--- config.mk ---
export PLATFORM = sky130hd
export DESIGN_NAME = seg_scan_ctrl
export DESIGN_NICKNAME = d
export VERILOG_FILES = /design/src/rtl/seg_scan_ctrl.sv
export SDC_FILE = /design/constraint.sdc
export NUM_CORES = 1
export LEC_CHECK = 0
export BUFFER_PORTS_ARGS = -buffer_cell sky130_fd_sc_hd__buf_2
export CORE_MARGIN = 2
export CORE_UTILIZATION = 45
export DETAILED_ROUTE_END_ITERATION = 6
export GPL_ROUTABILITY_DRIVEN = 0
export MAX_ROUTING_LAYER = met4
export PLACE_DENSITY_LB_ADDON = 0.15
export SYNTH_ARGS = -nofsm -noshare
export SYNTH_HDL_FRONTEND = slang
export SYNTH_SLANG_ARGS = --single-unit
--- constraint.sdc ---
create_clock -name clkin -period 13.99 [get_ports clkin]
set_clock_uncertainty 0.1 [all_clocks]
set_input_delay 4.197 -clock clkin [delete_from_list [all_inputs] [get_ports clkin]]
set_output_delay 4.197 -clock clkin [all_outputs]
set_load 0.03 [all_outputs]
--- src/rtl/seg_scan_ctrl.sv ---
// seg_scan_ctrl: multiplexed 7-segment scan controller with frame-aligned
// double buffering and per-slot PWM brightness.
module seg_scan_ctrl #(
    parameter int NUM_DIGITS  = 8,
    parameter int REFRESH_DIV = 100000
) (
    input  logic                    clkin,
    input  logic                    reset,
    input  logic [4*NUM_DIGITS-1:0] digits_in,
    input  logic [NUM_DIGITS-1:0]   dp_in,
    input  logic                    load,
    input  logic [NUM_DIGITS-1:0]   digit_en,
    input  logic [3:0]              brightness,
    output logic [NUM_DIGITS-1:0]   anode,
    output logic [7:0]              cathode,
    output logic [3:0]              slot_idx,
    output logic                    frame_start
);
    localparam int PW = $clog2(REFRESH_DIV);
    localparam int SW = $clog2(NUM_DIGITS);
    localparam int LW = PW + 5;

    logic [PW-1:0]           r_presc;
    logic [3:0]              r_slot;
    logic [3:0]              r_bright;
    logic [4*NUM_DIGITS-1:0] r_disp;
    logic [NUM_DIGITS-1:0]   r_disp_dp;
    logic [4*NUM_DIGITS-1:0] r_pend;
    logic [NUM_DIGITS-1:0]   r_pend_dp;
    logic                    r_pend_valid;
    logic                    r_frame;
    logic [NUM_DIGITS-1:0]   r_anode;
    logic [7:0]              r_cathode;

    logic          w_tick;
    logic          w_wrap;
    logic [SW-1:0] w_sel;
    logic [3:0]    w_nib;
    logic [LW-1:0] w_prod;
    logic [LW-1:0] w_on_limit;
    logic          w_active;
    logic [6:0]    w_seg;

    assign w_tick     = r_presc == PW'(REFRESH_DIV - 1);
    assign w_wrap     = w_tick && (r_slot == 4'(NUM_DIGITS - 1));
    assign w_sel      = r_slot[SW-1:0];
    assign w_nib      = r_disp[{w_sel, 2'b00} +: 4];
    // Sized so (15+1)*REFRESH_DIV never overflows before the shift.
    assign w_prod     = LW'({1'b0, r_bright} + 5'd1) * LW'(REFRESH_DIV);
    assign w_on_limit = w_prod >> 4;
    assign w_active   = (r_presc != '0) && (LW'(r_presc) < w_on_limit) && digit_en[w_sel];

    // Active-low {g,f,e,d,c,b,a}.
    always_comb begin
        w_seg = 7'h7F;
        case (w_nib)
            4'h0: w_seg = 7'h40;
            4'h1: w_seg = 7'h79;
            4'h2: w_seg = 7'h24;
            4'h3: w_seg = 7'h30;
            4'h4: w_seg = 7'h19;
            4'h5: w_seg = 7'h12;
            4'h6: w_seg = 7'h02;
            4'h7: w_seg = 7'h78;
            4'h8: w_seg = 7'h00;
            4'h9: w_seg = 7'h10;
            4'hA: w_seg = 7'h08;
            4'hB: w_seg = 7'h03;
            4'hC: w_seg = 7'h46;
            4'hD: w_seg = 7'h21;
            4'hE: w_seg = 7'h06;
            4'hF: w_seg = 7'h0E;
            default: w_seg = 7'h7F;
        endcase
    end

    always_ff @(posedge clkin) begin
        if (!reset) begin
            r_presc      <= '0;
            r_slot       <= '0;
            r_bright     <= '0;
            r_disp       <= '0;
            r_disp_dp    <= '0;
            r_pend       <= '0;
            r_pend_dp    <= '0;
            r_pend_valid <= 1'b0;
            r_frame      <= 1'b0;
            r_anode      <= '1;
            r_cathode    <= 8'hFF;
        end else begin
            r_presc <= w_tick ? '0 : r_presc + 1'b1;
            if (w_tick)
                r_slot <= w_wrap ? '0 : r_slot + 4'd1;
            r_frame <= w_wrap;
            if (r_presc == '0)
                r_bright <= brightness;
            // Display only changes on the frame wrap, so a frame never tears.
            if (w_wrap && load) begin
                r_disp       <= digits_in;
                r_disp_dp    <= dp_in;
                r_pend_valid <= 1'b0;
            end else if (load) begin
                r_pend       <= digits_in;
                r_pend_dp    <= dp_in;
                r_pend_valid <= 1'b1;
            end else if (w_wrap && r_pend_valid) begin
                r_disp       <= r_pend;
                r_disp_dp    <= r_pend_dp;
                r_pend_valid <= 1'b0;
            end
            r_anode   <= w_active ? ~(NUM_DIGITS'(1) << w_sel) : '1;
            r_cathode <= w_active ? {~r_disp_dp[w_sel], w_seg} : 8'hFF;
        end
    end

    assign anode       = r_anode;
    assign cathode     = r_cathode;
    assign slot_idx    = r_slot;
    assign frame_start = r_frame;
endmodule
After elaboration in Yosys (flattened, before gate mapping)
Memory sizes are Yosys's and may differ from the RTL's. A register that Yosys moved wholly into a read port is not among the register bits.
Index checks and enable logic that the tools add are counted.
{"block": "word_totals", "rom_bits": 112, "register_bits": 123, "input_bits": 55, "memories": 1, "elab_cells": 55, "out_inout_bits": 21}
{"name": "(name not given)", "words": 16, "word_bits": 7, "read_ports": 1, "rd_ports_with_merged_regs": 1, "write_ports": 0, "line_no": "56", "text": "case (w_nib)"}
{"block": "classes", "n_addsub": 3, "n_bitwise": 4, "shifts": 2, "mul": 1, "muxes": 13, "n_reduce_logical": 15, "eq_ne": 3, "n_lt_le_gt_ge": 2}
{"cell": "32-bit 2-to-1 mux", "n": 3}
{"cell": "32-bit by 6-bit variable part select with 4-bit output", "n": 1}
{"cell": "8-bit 2-to-1 mux", "n": 3}
{"cell": "17-bit by 18-bit less-than comparator with 1-bit output", "n": 1}
{"cell": "17-bit by 1-bit adder with 17-bit output, second input constant", "n": 1}
{"cell": "17-bit equality test, second input constant", "n": 1}
{"cell": "17-bit logical NOT", "n": 1}
{"cell": "5-bit by 12-bit multiplier with 17-bit output, second input constant", "n": 1}
{"cell": "17-bit nonzero test", "n": 1}
{"cell": "8-bit inverter", "n": 1}
{"cell": "1-bit by 3-bit << shifter with 8-bit output, first input constant", "n": 1}
{"cell": "1-bit binary-select mux with 3-bit select", "n": 2}
{"cell": "2-bit AND reduction", "n": 3}
{"cell": "4-bit by 1-bit adder with 5-bit output, second input constant", "n": 1}
{"cell": "1-bit logical AND", "n": 5}
{"cell": "4-bit by 1-bit adder with 4-bit output, second input constant", "n": 1}
{"cell": "4-bit by 3-bit equality test with 1-bit output, second input constant", "n": 1}
{"cell": "3-bit by 4-bit less-than comparator with 1-bit output, second input constant", "n": 1}
{"cell": "1-bit 2-to-1 mux", "n": 4}
{"cell": "4-bit 2-to-1 mux", "n": 1}
{"cell": "2-bit nonzero test", "n": 2}
{"cell": "2-bit OR reduction", "n": 2}
{"cell": "1-bit inverter", "n": 3}
{"cell": "2-bit by 1-bit != test with 1-bit output, second input constant", "n": 1}
{"cell": "1-bit logical NOT", "n": 1}

Longest topological paths before layout
Gate-level depths: netlist of run 1.
{"block": "logic_depth", "depth_word": 7, "ltp_mapped": 21, "mapped_depth_nobuf": 20}

Worst setup path after synthesis of run 1
Ideal clock, no wire load.
{"block": "synth_timing", "path_type": "input to register", "startpoint": "input digit_en[5]", "endpoint": "register r_anode[4], in the netlist anode[4]", "arrival_ps": 5288, "setup_ps": 138, "required_ps": 13752, "path_slack_ps": 8464, "n_path_buf": 1, "cell_stages": 7, "path_cell_list": "mux4_2 > nand2_1 > nand2_1 > nand3b_1 > a31oi_1 > clkbuf_1 > nand3_1"}
{"block": "synth_via", "elab_chain_len": 4}
{"item": "from (decl)", "line_no": "12", "text": "input logic [NUM_DIGITS-1:0] digit_en,"}
{"item": "1-bit binary-select mux with 3-bit select", "line_no": "51", "text": "assign w_active = (r_presc != '0) && (LW'(r_presc) < w_on_limit) && digit_en[w_sel];"}
{"item": "1-bit 2-to-1 mux (implied by the code)", "line_no": "51"}
{"item": "1-bit logical AND", "line_no": "51"}
{"item": "2-bit AND reduction (no line)"}
{"item": "to (signal assigned)", "line_no": "111", "text": "r_anode <= w_active ? ~(NUM_DIGITS'(1) << w_sel) : '1;"}
{"item": "to (decl)", "line_no": "32", "text": "logic [NUM_DIGITS-1:0] r_anode;"}
Every way passes these cells. The select of a mux whose other input is x is not followed.
A chain may end at the register's enable or synchronous reset.

Final worst setup path of run 1
{"block": "layout_timing", "startpoint": "register r_bright[0]", "endpoint": "register r_anode[1], in the netlist anode[1]"}
{"block": "layout_via", "elab_chain_len": 6}
{"item": "from (decl)", "line_no": "25", "text": "logic [3:0] r_bright;"}
{"item": "from (signal assigned)", "line_no": "96", "text": "r_bright <= brightness;"}
{"item": "4-bit by 1-bit adder with 5-bit output", "line_no": "49", "text": "assign w_prod = LW'({1'b0, r_bright} + 5'd1) * LW'(REFRESH_DIV);"}
{"item": "5-bit by 12-bit multiplier with 17-bit output", "line_no": "49"}
{"item": "17-bit by 18-bit less-than comparator with 1-bit output", "line_no": "51"}
{"item": "1-bit logical AND (2 in series)", "line_no": "51"}
{"item": "2-bit AND reduction (no line)"}
Every way passes these cells.

==> results of run 1 <==
## final timing paths
path              slack (ns)  depth (start not counted)    endpoint
setup / recovery        8.16                         20    anode[1]
hold / removal          0.35                          2  r_disp[26]
setup reg to reg        8.16                         20    anode[1]
hold reg to reg         0.35                          2  r_disp[26]
## layer usage
layer  vias to the layer above  global-route usage  part of all wire
met5                         -                   -                 0
met4                         0              0.0647             0.019
met3                        21              0.0513             0.035
li1                       2719                   -                 -
met1                      2611               0.280              0.46
met2                       101               0.348              0.49
## sequential cells by signal, indices dropped and copies added (netlist names)
signal,count
anode,8
cathode,8
frame_start,1
r_bright,4
r_disp,32
r_disp_dp,8
r_pend,32
r_pend_dp,8
r_pend_valid,1
r_presc,17
slot_idx,4
## cells in the final DEF, fill, tap and decap left out, types with 5 or more instances in the layout
cell type,instances
sky130_fd_sc_hd__a21boi_0,36
sky130_fd_sc_hd__a21boi_1,48
sky130_fd_sc_hd__a21oi_1,15
sky130_fd_sc_hd__buf_2,75
sky130_fd_sc_hd__buf_4,11
sky130_fd_sc_hd__clkbuf_16,17
sky130_fd_sc_hd__dfxtp_1,123
sky130_fd_sc_hd__ha_1,61
sky130_fd_sc_hd__inv_1,26
sky130_fd_sc_hd__mux2i_1,9
sky130_fd_sc_hd__mux4_2,12
sky130_fd_sc_hd__nand2_1,156
sky130_fd_sc_hd__nand3_1,20
sky130_fd_sc_hd__nand4_1,5
sky130_fd_sc_hd__nor2_1,27
sky130_fd_sc_hd__nor2b_1,8
sky130_fd_sc_hd__nor3_1,5
sky130_fd_sc_hd__o21ai_0,9
sky130_fd_sc_hd__o221ai_1,43
sky130_fd_sc_hd__xnor2_1,16
sky130_fd_sc_hd__xor2_1,14
## metrics by stage
step	utilization	setup WS, ns	power (uW)
final	0.532	8.16	913
after global routing	0.532	7.75	954
after CTS	0.532	8.21	920
after detailed placement	0.491	7.83	482
after global placement	0.491	7.88	476
after floorplan	-	8.46	449
## synth_stat cells (5+ instances only)
| library cell | instances | area share |
|---|---|---|
| sky130_fd_sc_hd__nand2_1 | 156 | 0.089 |
| sky130_fd_sc_hd__dfxtp_1 | 123 | 0.37 |
| sky130_fd_sc_hd__ha_1 | 61 | 0.12 |
| sky130_fd_sc_hd__a21boi_1 | 48 | 0.055 |
| sky130_fd_sc_hd__o221ai_1 | 43 | 0.057 |
| sky130_fd_sc_hd__a21boi_0 | 36 | 0.041 |
| sky130_fd_sc_hd__nor2_1 | 27 | 0.015 |
| sky130_fd_sc_hd__inv_1 | 26 | 0.015 |
| sky130_fd_sc_hd__clkbuf_1 | 22 | 0.012 |
| sky130_fd_sc_hd__nand3_1 | 20 | 0.015 |
| sky130_fd_sc_hd__a21oi_1 | 16 | 0.012 |
| sky130_fd_sc_hd__xnor2_1 | 16 | 0.021 |
| sky130_fd_sc_hd__xor2_1 | 14 | 0.019 |
| sky130_fd_sc_hd__buf_2 | 13 | 0.0098 |
| sky130_fd_sc_hd__mux4_2 | 12 | 0.041 |
| sky130_fd_sc_hd__mux2i_1 | 9 | 0.014 |
| sky130_fd_sc_hd__o21ai_0 | 9 | 0.0068 |
| sky130_fd_sc_hd__nor2b_1 | 8 | 0.0076 |
| sky130_fd_sc_hd__buf_6 | 5 | 0.0085 |
| sky130_fd_sc_hd__nand4_1 | 5 | 0.0047 |
| sky130_fd_sc_hd__nor3_1 | 5 | 0.0038 |
## tightest hold or removal path: cells and delay by family, from the launching register on
family	cells	cell delay [ns]
DFF	1	0.30
and+or+nand+nor	1	0.05
AOI/OAI and AO/OA	1	0.05
## logic make-up (layout without fill, tap and decap cells)
kind of cell | Yosys count | in the layout | synth area share
xor gates and xnor gates | 30 | 30 | 0.0397
and+or+nand+nor | 247 | 247 | 0.164
DFF | 123 | 123 | 0.373
muxes | 22 | 22 | 0.0562
AOI/OAI and AO/OA | 175 | 175 | 0.198
adders and majority gates | 62 | 62 | 0.118
buffers and inverters | 72 | 146 | 0.0507
## layout make-up
| cell class | count | share of cell area |
|---|---|---|
| multi-input cells | 536 | 0.499 |
| flip-flops and latches | 123 | 0.321 |
| repair buffers | 86 | 0.0597 |
| clock buffers | 17 | 0.0554 |
| well taps | 184 | 0.0300 |
| clock inverters | 15 | 0.0214 |
| inverters | 28 | 0.0137 |
## report_power, final
group          leakage [uW]  internal [uW]  total, uW  switching, uW
logic               0.00181           45.2        108           62.3
registers           0.00100            360        367           6.90
clock network      0.000284            266        439            173
==> results by stage, run 1 <==
Outcome:
- The flow ran to the end, and the final reports show no timing, DRC or antenna violations.

GRT:
- The via count of the first global-routing pass is 5,293.
- The initial antenna violation count is 0.
- The maximum number of pins on one net before global-route repair is 94.
- The first-pass GRT wire length is 26.9 mm.
- For this run the aggregate overflow at the end of global routing stands at 0.
- The overall track demand over capacity in global routing is 0.219.

Setup path:
- Walking the worst path, the cells encountered are ha_1, xor2_1, ha_1, xnor2_1, ha_1, ha_1, ha_1, a21o_1, a21oi_1, o211ai_1, a32oi_1, xor2_1, ha_1, nand3_1, o221ai_1, a31oi_1, o21ai_0, a31oi_1, buf_4, nand3_1.
- The worst setup path is launched from a flip-flop.
- The kind of cell with the highest combined delay along the critical path is compound AO/OA/AOI/OAI gates.
- The worst reg2reg path startpoint is r_bright[0].
- At the worst endpoint, the required time is 14.17 ns.
- The category of the worst setup path capture point is a flip-flop.
- The slowest stage cell on the critical path is sky130_fd_sc_hd__dfxtp_1.
- In this run the worst path has a maximum fanout of 9.
- The most critical setup path has its startpoint at r_bright[0].
- The endpoint arrival time on the critical path is 6.01 ns.
- The cell that appears most often on the critical path is sky130_fd_sc_hd__ha_1.
- The largest single stage delay on the critical path is 0.63 ns.
- Counting both buffers and inverters, the worst setup path holds a total of 1.
- The critical path start-end classification is reg -> reg.

Die:
- The initial cell density of the core is 0.458.
- The height of the chip is 125 um.
- The die footprint is 15,700 um2.
- In this run the count of I/O pins placed on the die edge is 76.
- In this run the core area contains 44 standard-cell rows.
- The x dimension of the die is 125 um.
- The core region is 14,400 um2.

Route:
- Dividing the detail-routed via count by the number of cells gives 5.51.
- The total DRC errors in the routed layout is 0.
- After the first detailed-routing iteration, the DRC count stood at 362.
- The aggregate routed wire length is 16.1 mm.
- The number of nets still failing antenna checks after routing is 0.
- The final route contains 5,452 vias.
- The average wire per cell in the routed design is 16.3 um.
- The detailed-router iteration count before antenna repair is 5.

STA:
- The count of endpoints failing hold in the final timing report came to 0.
- The maximum clock rate is 0.172 GHz.
- The final sum of negative setup slack is 0 ns.
- Setup violations remaining at the end of the flow were counted as 0.
- The worst pin sits at a relative slew slack of 0.186.
- The final period utilization is 0.417.
- Setup repair after global routing left no endpoint under its margin.
- Final hold analysis gives a worst-case slack of 0.349 ns.
- The number of pins with negative max-slew slack in the final report is 0.
- For the pin with the worst max-slew slack, the measured transition is 1.19 ns.
- After layout, the minimum clock period comes to 5.83 ns.

CTS:
- The number of clock buffers inserted by TritonCTS is 17.
- The root buffer cell chosen for the clock tree is sky130_fd_sc_hd__clkbuf_16.
- For this design, the sink count on the clock tree is 123.
- The buffer depth of the longest clock path is 2.
- The number of hold buffers added after CTS was 0.
- After clock tree synthesis, the clock-pin slew on the worst setup and hold paths is 0.06 ns.
- The number of buffers added for setup after CTS is 0.
- For the worst-skew pair, the clock arrives at the later sink with an insertion delay of 0.41 ns.
- TritonCTS built the clock tree.
- The H-tree depth is 4.
- The number of gates resized after CTS was 0.

Cells and area:
- The fraction of layout instances using a drive strength above 1 is 0.170.
- The multi-input gate area in the final layout is 3830 um2.
- The sequential cells in the finished layout cover a total of 2460 um2.
- Relative to the synthesized area, the layout overhead comes to 16.1%.
- The fill cell instance count of the final layout is 1,361.
- 0 antenna diodes ended up in the layout.
- The count of non-filler cells in the finished layout is 989.
- In the final design database the tool counted 909 nets.
- Summing all non-filler instances in the final layout gives an area of 7670 um2.

Logic synthesis:
- When the netlist entered floorplanning its net count stood at 848.
- The mapped netlist covers 6610 um2.
- Yosys mapped a number of flops with a built-in enable equal to 0.
- The instance count of the mapped netlist is 731.
- The share of the Yosys chip area taken by registers is 0.373.
- The primary flip-flop cell chosen by synthesis mapping is sky130_fd_sc_hd__dfxtp_1.
- In this run the mean area of a mapped cell was 9.04 um2.
- The number of different library cells used by synthesis comes to 50.
- The proportion of register bits with asynchronous set or reset after synthesis is 0.
- The synthesized design contains 123 register bits.
- The Yosys warning count is 0.

Min path:
- The launch point of the worst hold path is r_disp[26].
- The worst min-delay path class is reg -> reg.

Place:
- The detailed placer's ending HPWL is 11.0 mm.
- Summing all placed instances gives a cell area of 7080 um2.
- The count of placed standard cells including taps is 957.
- The count of buffers added on input and output ports is 75.

Pwr:
- The power per cell area is 119 nW/um2.
- In this run the static leakage power is 0.00310 uW.
- The worst-case IR drop observed on VDD is 0.0915 mV.

Job:
- Across the run, the number of max-cap violations was 0.
Note: power is estimated with default switching activity, not from simulation.
==> run 2, diff against run 1 <==
- clock period: 13.99 -> 5.5 ns (I/O delays scaled with it)
==> run 2 against run 1 <==
Net effect:
- sequential cell count did not move
- clock-buffer cell count rose by 6
- combinational power rose to 2.6 times the previous value
- hold slack is essentially flat
- cell count shrank 0.20%
- die area did not move
==> results by stage, run 2 (synthesis gave the netlist of run 1 again) <==
CTS:
- Clock tree synthesis selected as its root buffer the cell sky130_fd_sc_hd__clkbuf_16.
- The buffer depth of the longest clock path is 2.
- CTS saw 123 sinks.
- The number of clock buffers inserted by TritonCTS is 17.
- After clock tree synthesis, the flow added hold-fix buffers numbering 0.
- The H-tree generated during clock tree synthesis spans 4 levels.
- The clock reaches the later pin of the worst-skew pair after 0.42 ns.
- The clock-pin transition on the worst setup and hold timing paths is 0.05 ns.
- The post-cts sizing count is 0.
- The clock tree from TritonCTS is yes.
- The number of buffers added for setup after CTS is 0.

Route:
- Using the TritonRoute via totals, the vias-per-cell ratio works out to 5.52.
- The aggregate routed wire length is 16.1 mm.
- Summing over every cut layer, the via total after detailed routing is 5,446.
- The total DRC errors in the routed layout is 0.
- The detailed-router iteration count before antenna repair is 4.
- The number of nets still failing antenna checks after routing is 0.
- The average wire per cell in the routed design is 16.3 um.
- The first routing iteration left 296 violations.

Die:
- The floorplan step defined a core boundary enclosing 14,400 um2.
- The cell row count is 44.
- The die footprint is 15,700 um2.
- The boundary pin count is 76.
- The height of the chip is 125 um.
- The x dimension of the die is 125 um.
- For this configuration, the core starts out at a cell density of 0.458.

Setup path:
- STA classifies the critical path startpoint as a flip-flop.
- The worst reg2reg path startpoint is r_bright[0].
- The internal reg-to-reg setup slack is 0.37 ns.
- The category of the worst setup path capture point is a flip-flop.
- The critical path start-end classification is reg -> reg.
- STA puts the critical path data arrival time at 5.25 ns.
- The count of cells along the worst register-to-register path is 20.
- The largest driver fanout on the critical path is 16.
- The endpoint identified for the worst register-to-register timing path is cathode[2].
- Data on the critical path is required at its endpoint by 5.63 ns.

Min path:
- The launch point of the worst hold path is r_disp_dp[6].
- In this run the worst hold path is classified as reg -> reg.
- Counting instances, the worst hold path has a depth of 2.
- The worst hold path terminates at r_disp_dp[6].

GRT:
- The maximum number of pins on one net before global-route repair is 49.
- The first global-routing pass estimated 26.6 mm of wire.
- The initial antenna violation count is 0.
- The overall track demand over capacity in global routing is 0.215.
- Summed over all layers, the global routing overflow is 0.
- The via count of the first global-routing pass is 5,481.

Place:
- The detailed placer's ending HPWL is 11.2 mm.
- The count of buffers from port buffering is 75.

Cells and area:
- Fill cells in the final layout number 1,352.
- The number of antenna diodes in the final layout is 0.
- The utilization of the core after routing is 0.533.
- In the final design database the tool counted 908 nets.
- The library cell used most frequently in the layout, excluding fill and tap cells, is sky130_fd_sc_hd__nand2_1.
- Of the cells placed in the final design, the portion with a size suffix greater than 1 is 0.168.
- The largest registers in the layout are r_disp x32, r_pend x32, r_presc x17.
- From synthesis to final layout, the design area changed by 16.4%.
- In the layout the commonest cells are 156 x sky130_fd_sc_hd__nand2_1, 123 x sky130_fd_sc_hd__dfxtp_1, 75 x sky130_fd_sc_hd__buf_2, 61 x sky130_fd_sc_hd__ha_1, 48 x sky130_fd_sc_hd__a21boi_1.

STA:
- The final setup violation count is 0.
- At the pin with the least slew margin, the transition time is 1.13 ns.
- The count of endpoints failing hold in the final timing report is 0.
- On the final layout, the worst hold slack is 0.348 ns.
- Timing would allow up to 0.195 GHz.
- The worst path needs 5.13 ns of the cycle, external delays included.
- Dividing the final minimum period by the clock period gives 0.932.
- The number of pins with negative max-slew slack in the final report is 0.
- The final sum of negative setup slack is 0 ns.
- Setup repair after global routing left no endpoint under its margin.
- In this run the tightest slew margin relative to its limit is 0.226.

Pwr:
- The worst-case IR drop observed on VDD is 0.214 mV.
- The power per cell area is 303 nW/um2.
- The leakage power of the design is 0.00309 uW.

Job:
- The tool flagged a number of max-cap violations equal to 0.

Outcome:
- The run finished with clean final reports.
run 2: worst max-delay path by stage:
| stage | slack (ns) | to | cells after the start | startpoint |
|---|---|---|---|---|
| 2_1_floorplan | 0.67 | anode[4] | 20 | r_bright[0] |
| 3_3_place_gp | 0.54 | cathode[2] | 20 | r_bright[0] |
| 3_5_place_dp | 0.30 | cathode[2] | 20 | r_bright[0] |
| 4_1_cts | 0.26 | cathode[2] | 20 | r_bright[0] |
| 5_1_grt | 0.005 | cathode[2] | 20 | r_bright[0] |
| 6_report | 0.37 | cathode[2] | 20 | r_bright[0] |
run 2: report_power, final:
group | leakage [uW] | internal (uW) | switching, uW
clock network | 0.000288 | 727 | 392
logic | 0.00180 | 116 | 162
registers | 0.00100 | 916 | 17.2
run 2: metrics by stage:
stage / setup WS, ns / area [um2] / std cells / total power (uW)
3_5_place_dp: 0.295 / 7080 / 956 / 1230
4_1_cts: 0.258 / 7680 / 987 / 2360
6_report: 0.375 / 7690 / 987 / 2330
3_3_place_gp: 0.541 / 7080 / 956 / 1220
2_1_floorplan: 0.673 / 6610 / 731 / 1140
5_1_grt: 0.00461 / 7690 / 987 / 2430
run 2: critical path, stage by stage, from the launching register on:
cell,delay (ns)
sky130_fd_sc_hd__dfxtp_1,0.54
sky130_fd_sc_hd__nand3_1,0.15
sky130_fd_sc_hd__xnor2_1,0.49
sky130_fd_sc_hd__inv_1,0.16
sky130_fd_sc_hd__xnor2_1,0.16
sky130_fd_sc_hd__ha_1,0.27
sky130_fd_sc_hd__ha_1,0.27
sky130_fd_sc_hd__ha_1,0.34
sky130_fd_sc_hd__a21o_1,0.18
sky130_fd_sc_hd__a21oi_1,0.27
sky130_fd_sc_hd__o211ai_1,0.14
sky130_fd_sc_hd__a32oi_1,0.30
sky130_fd_sc_hd__o21bai_1,0.13
sky130_fd_sc_hd__xnor2_1,0.14
sky130_fd_sc_hd__ha_1,0.31
sky130_fd_sc_hd__a21o_1,0.17
sky130_fd_sc_hd__a31oi_1,0.14
sky130_fd_sc_hd__o21ai_0,0.10
sky130_fd_sc_hd__a31oi_1,0.16
sky130_fd_sc_hd__buf_4,0.23
sky130_fd_sc_hd__o311ai_0,0.16
run 2: area by class of cell:
cell class                      count  area [um2]  share of cell area
Clock inverter                      8         109              0.0142
Tap cell                          184         230              0.0299
Multi-Input combinational cell    536        3840               0.499
Inverter                           28         105              0.0137
Timing Repair Buffer               85         450              0.0586
Clock buffer                       23         498              0.0647
Sequential cell                   123        2460               0.320
run 2: layer usage:
metal  wire, um  track usage  up-vias
met3        695       0.0411       22
li1           -            -     2712
met4        216       0.0739        0
met5          0            -        -
met1       6980        0.251     2587
met2       8200        0.371      125
